### src/rtl/piso_serializer.sv
// Parallel-in serial-out transmitter: accepts a WIDTH-bit word on valid/ready, shifts it out one bit per clock with frame markers.
// Latency: first bit on ser_out the cycle after the accept edge; GAP idle cycles follow each frame.
// Backpressure: load_ready low while a frame or gap is in progress (except the last bit when GAP==0, allowing back-to-back frames).
`timescale 1ns/1ps
module piso_serializer #(
    parameter int WIDTH     = 8,
    parameter bit LSB_FIRST = 1'b1,
    parameter int GAP       = 0
) (
    input  logic             clk,
    input  logic             rst_n,
    input  logic             load_valid,
    input  logic [WIDTH-1:0] load_data,
    output logic             load_ready,
    output logic             ser_out,
    output logic             ser_valid,
    output logic             frame_start,
    output logic             frame_end,
    output logic             busy
);
    localparam int CW = $clog2(WIDTH);
    localparam logic [CW-1:0] LAST     = CW'(WIDTH - 1);
    localparam logic [CW-1:0] PRELAST  = CW'(WIDTH - 2);
    localparam logic [7:0]    GAP_LAST = (GAP > 0) ? 8'(GAP - 1) : 8'd0;

    typedef enum logic [1:0] {ST_IDLE, ST_SHIFT, ST_GAP} state_t;

    state_t           state_q, state_d;
    logic [WIDTH-1:0] shreg_q, shreg_d;
    logic [CW-1:0]    cnt_q, cnt_d;
    logic [7:0]       gap_cnt_q, gap_cnt_d;
    logic             ser_out_q, ser_out_d;
    logic             ser_valid_q, ser_valid_d;
    logic             frame_start_q, frame_start_d;
    logic             frame_end_q, frame_end_d;
    logic             busy_q, busy_d;
    logic             last_bit;
    logic             accept;

    assign last_bit   = (state_q == ST_SHIFT) && (cnt_q == LAST);
    assign load_ready = rst_n && ((state_q == ST_IDLE) || (last_bit && (GAP == 0)));
    assign accept     = load_valid && load_ready;

    // shreg holds the bits still to be sent, aligned so the next one is at the shift-out end
    always_comb begin
        state_d       = state_q;
        shreg_d       = shreg_q;
        cnt_d         = cnt_q;
        gap_cnt_d     = gap_cnt_q;
        ser_out_d     = 1'b1;
        ser_valid_d   = 1'b0;
        frame_start_d = 1'b0;
        frame_end_d   = 1'b0;
        if (accept) begin
            shreg_d       = LSB_FIRST ? (load_data >> 1) : (load_data << 1);
            ser_out_d     = LSB_FIRST ? load_data[0] : load_data[WIDTH-1];
            ser_valid_d   = 1'b1;
            frame_start_d = 1'b1;
            cnt_d         = '0;
            state_d       = ST_SHIFT;
        end else begin
            case (state_q)
                ST_SHIFT: begin
                    if (last_bit) begin
                        if (GAP > 0) begin
                            state_d   = ST_GAP;
                            gap_cnt_d = '0;
                        end else begin
                            state_d = ST_IDLE;
                        end
                    end else begin
                        cnt_d       = cnt_q + 1'b1;
                        ser_out_d   = LSB_FIRST ? shreg_q[0] : shreg_q[WIDTH-1];
                        shreg_d     = LSB_FIRST ? (shreg_q >> 1) : (shreg_q << 1);
                        ser_valid_d = 1'b1;
                        frame_end_d = (cnt_q == PRELAST);
                    end
                end
                ST_GAP: begin
                    if (gap_cnt_q == GAP_LAST) begin
                        state_d = ST_IDLE;
                    end else begin
                        gap_cnt_d = gap_cnt_q + 1'b1;
                    end
                end
                default: ;
            endcase
        end
        busy_d = (state_d != ST_IDLE);
    end

    always_ff @(posedge clk or negedge rst_n) begin
        if (!rst_n) begin
            state_q       <= ST_IDLE;
            shreg_q       <= '0;
            cnt_q         <= '0;
            gap_cnt_q     <= '0;
            ser_out_q     <= 1'b1;
            ser_valid_q   <= 1'b0;
            frame_start_q <= 1'b0;
            frame_end_q   <= 1'b0;
            busy_q        <= 1'b0;
        end else begin
            state_q       <= state_d;
            shreg_q       <= shreg_d;
            cnt_q         <= cnt_d;
            gap_cnt_q     <= gap_cnt_d;
            ser_out_q     <= ser_out_d;
            ser_valid_q   <= ser_valid_d;
            frame_start_q <= frame_start_d;
            frame_end_q   <= frame_end_d;
            busy_q        <= busy_d;
        end
    end

    assign ser_out     = ser_out_q;
    assign ser_valid   = ser_valid_q;
    assign frame_start = frame_start_q;
    assign frame_end   = frame_end_q;
    assign busy        = busy_q;
endmodule

### config.mk
export PLATFORM = sky130hd
export DESIGN_NAME = piso_serializer
export DESIGN_NICKNAME = d
export VERILOG_FILES = /design/src/rtl/piso_serializer.sv
export SDC_FILE = /design/constraint.sdc
export NUM_CORES = 1
export LEC_CHECK = 0
export ABC_AREA = 1
export CAP_MARGIN = 25
export CORE_MARGIN = 2
export CORE_UTILIZATION = 35
export CTS_CLUSTER_SIZE = 12
export DETAILED_ROUTE_END_ITERATION = 10
export SLEW_MARGIN = 20
export SYNTH_ARGS = -nofsm -noshare
export SYNTH_HDL_FRONTEND = slang
export SYNTH_SLANG_ARGS = --single-unit
### constraint.sdc
create_clock -name clk -period 1.8 [get_ports clk]
set_clock_uncertainty 0.15 [all_clocks]
set_input_delay 0.36 -clock clk [delete_from_list [all_inputs] [get_ports clk]]
set_output_delay 0.36 -clock clk [all_outputs]
set_load 0.02 [all_outputs]
==> impl_metrics.env <==
export IMPL_grt_overflow=0
export IMPL_netlist_instances=161
export IMPL_critPathMaxFanout=2
export IMPL_antenna_found_initial=0
export IMPL_yosys_area_top_type="dfrtp_1"
export IMPL_leakagePower_nw=0.9304
export IMPL_hold_slack_ns=0.3319
export IMPL_reg2reg_from="cnt_q[0]"
export IMPL_via_per_inst=4.560
export IMPL_postPlaceCellArea_um2=1663
export IMPL_slew_viol_final=0
export IMPL_synth_seq_cells=25
export IMPL_powerDensity_nw_per_um2=528.9
export IMPL_path_clk_slew_ns=0.08
export IMPL_met1_usage=0.1555
export IMPL_drc=0
export IMPL_clkLatencyLatePin_ns=0.26
export IMPL_drt_initial_drc_count=62
export IMPL_numCtsBuffers=3
export IMPL_cap_violations=0
export IMPL_antenna_cells=0
export IMPL_synth_cell_types=22
export IMPL_area_growth_pct=30.04
export IMPL_syn_area_per_cell_um2=8.331
export IMPL_die_width_um=65.91
export IMPL_cts_buffer_depth=2
export IMPL_dr_pass1_iters=4
export IMPL_cts_tree="built"
export IMPL_setup_tns_ns=0
export IMPL_nets=215
export IMPL_hold_buffers=0
export IMPL_cp_data_required_time_ns=1.29
export IMPL_die_area_um2=4343
export IMPL_drt_wl_total_mm=2.481
export IMPL_io_pins=17
export IMPL_status="finished, final reports clean"
export IMPL_ys_seq_area_frac=0.4674
export IMPL_cts_sinks=25
export IMPL_top_usage_layer="met2"
export IMPL_wl_per_cell_um=10.21
export IMPL_core_um2=3661
export IMPL_post_synth_top_area_fraction=0.4478
export IMPL_worst_setup_path_start_kind="flip-flop"
export IMPL_maxSlewHeadroom=0.8345
export IMPL_critical_path_arrival_ns=1.29
export IMPL_hp_class="in2async"
export IMPL_worst_pin_slew_ns=0.2482
export IMPL_synth_warnings=0
export IMPL_netlist_top_cells_area="dfrtp_1 45%, nand2_1 13%, ha_1 7.5%"
export IMPL_fillers=371
export IMPL_drive_above_1_share=0.1949
export IMPL_syn_nets=180
export IMPL_grt_met3_usage=0.02215
export IMPL_worst_setup_path_type="reg2out"
export IMPL_use_met2=0.2551
export IMPL_grt_pass1_wl_mm=4.588
export IMPL_cts_root_buf="clkbuf_8"
export IMPL_die_y_um=65.91
export IMPL_drtAntennaViolNets=0
export IMPL_fmax_ghz=0.5559
export IMPL_grt_max_degree=27
export IMPL_worst_setup_path_end_kind="primary output"
export IMPL_setup_violations=0
export IMPL_track_usage=0.1362
export IMPL_timing_rr_end="shreg_q[5]"
export IMPL_min_period_ns=1.799
export IMPL_cts_max_level=1
export IMPL_row_count=22
export IMPL_initial_utilization=0.3664
export IMPL_design_area_um2=1744
export IMPL_r2r_setup_slack_ns=0.09
export IMPL_cts_setup_buffers=0
export IMPL_ir_drop_v=0.0002623
export IMPL_num_vias=1108
export IMPL_period_share=0.9995
export IMPL_syn_cell_area_um2=1341
export IMPL_gp_congestion=0.8471
export IMPL_power_mw=0.9225
export IMPL_r2r_cells=10
export IMPL_portBuffers=16
export IMPL_grt_pass1_vias=1145
export IMPL_dp_hpwl_mm=1.929
export IMPL_rsz0062_at_grt="yes"
export IMPL_hold_violations=0
## critical path, cell delays in order, from the launching register on
cell	delay (ns)
dfrtp_1	0.40
ha_2	0.20
ha_4	0.16
nand2_2	0.07
a21boi_2	0.05
buf_4	0.15
## sequential cells by signal (all words and copies together), names as in the netlist
signal and flops:
busy 1, cnt_q 3, frame_end 1, frame_start 1, gap_cnt_q 8, ser_out 1
ser_valid 1, shreg_q 7, state_q 2
## report_power, final
| group | switching, mW | total (mW) | internal (mW) |
|---|---|---|---|
| logic | 0.0155 | 0.0369 | 0.0215 |
| clock network | 0.167 | 0.324 | 0.158 |
| registers | 0 | 0.561 | 0.561 |
## metal layers
layer / share of wire / vias up
li1: - / 567
met1: 0.45 / 521
met2: 0.52 / 18
met3: 0.033 / 2
met4: 0.0052 / 0
met5: 0 / -
## cell usage after synthesis, drive strengths merged
| library cell | count |
|---|---|
| nand4 | 2 |
| a21boi | 2 |
| ha | 8 |
| buf | 2 |
| nand3 | 19 |
| dfrtp | 24 |
| inv | 27 |
| nor2 | 7 |
| xor2 | 4 |
| nand2 | 52 |
| dfstp | 1 |
| o21ai | 13 |
## cells by family (layout without fill, tap and decap cells)
logic type | Yosys count | in the layout | share of synthesized area
flip-flops | 25 | 25 | 0.4674
XOR/XNOR | 4 | 4 | 0.02612
AND/OR/NAND/NOR | 80 | 80 | 0.2771
adder cells (fa/ha/maj) | 8 | 8 | 0.07463
buffers and inverters | 29 | 63 | 0.08956
AO/OA/AOI/OAI | 15 | 15 | 0.06530
## stage by stage
stage | instances | utilization | worst slack, ns
5_1_grt | 243 | 0.4764 | -0.06863
2_1_floorplan | 161 | - | 0.01799
4_1_cts | 243 | 0.4662 | -0.04112
3_3_place_gp | 239 | 0.4542 | -0.3828
3_5_place_dp | 239 | 0.4542 | -0.3719
6_report | 243 | 0.4764 | 0.0009847
## placed cells by master, fill, tap and decap left out, types with 2 or more instances in the layout
master / Yosys / routed
clkdlybuf4s50_1: 0 / 14
o21ai_1: 5 / 6
clkbuf_8: 0 / 3
o21ai_0: 7 / 5
o21ai_2: 1 / 2
xor2_1: 4 / 4
nand2_4: 2 / 2
a21boi_2: 1 / 2
ha_1: 8 / 6
nand4_1: 2 / 2
buf_4: 1 / 13
nand2_1: 48 / 47
nor2_1: 5 / 5
inv_2: 3 / 3
dfrtp_1: 24 / 24
inv_1: 24 / 24
buf_6: 1 / 4
nand2_2: 2 / 3
nand3_1: 18 / 18
## worst max path at each step
stage / startpoint / to / cells past startpoint
floorplan: cnt_q[1] / load_ready / 4
global placement: rst_n / load_ready / 3
detailed placement: rst_n / load_ready / 3
CTS: cnt_q[0] / load_ready / 5
global route: cnt_q[0] / load_ready / 5
finish: cnt_q[0] / load_ready / 5
## final cells by class
class | instances | area [µm²] | share of cell area
sequential | 25 | 626.9 | 0.3594
multi-input combinational | 107 | 619.3 | 0.3551
timing repair buffer | 32 | 291.5 | 0.1671
inverter | 27 | 101.3 | 0.05811
tap | 48 | 60.06 | 0.03443
clock buffer | 4 | 45.04 | 0.02583
## timing repair
action,4_1_cts,5_1_grt
cloned,0,0
resized for setup,9,11
setup endpoints to repair,2,19
(Power assumes the default switching activity.)
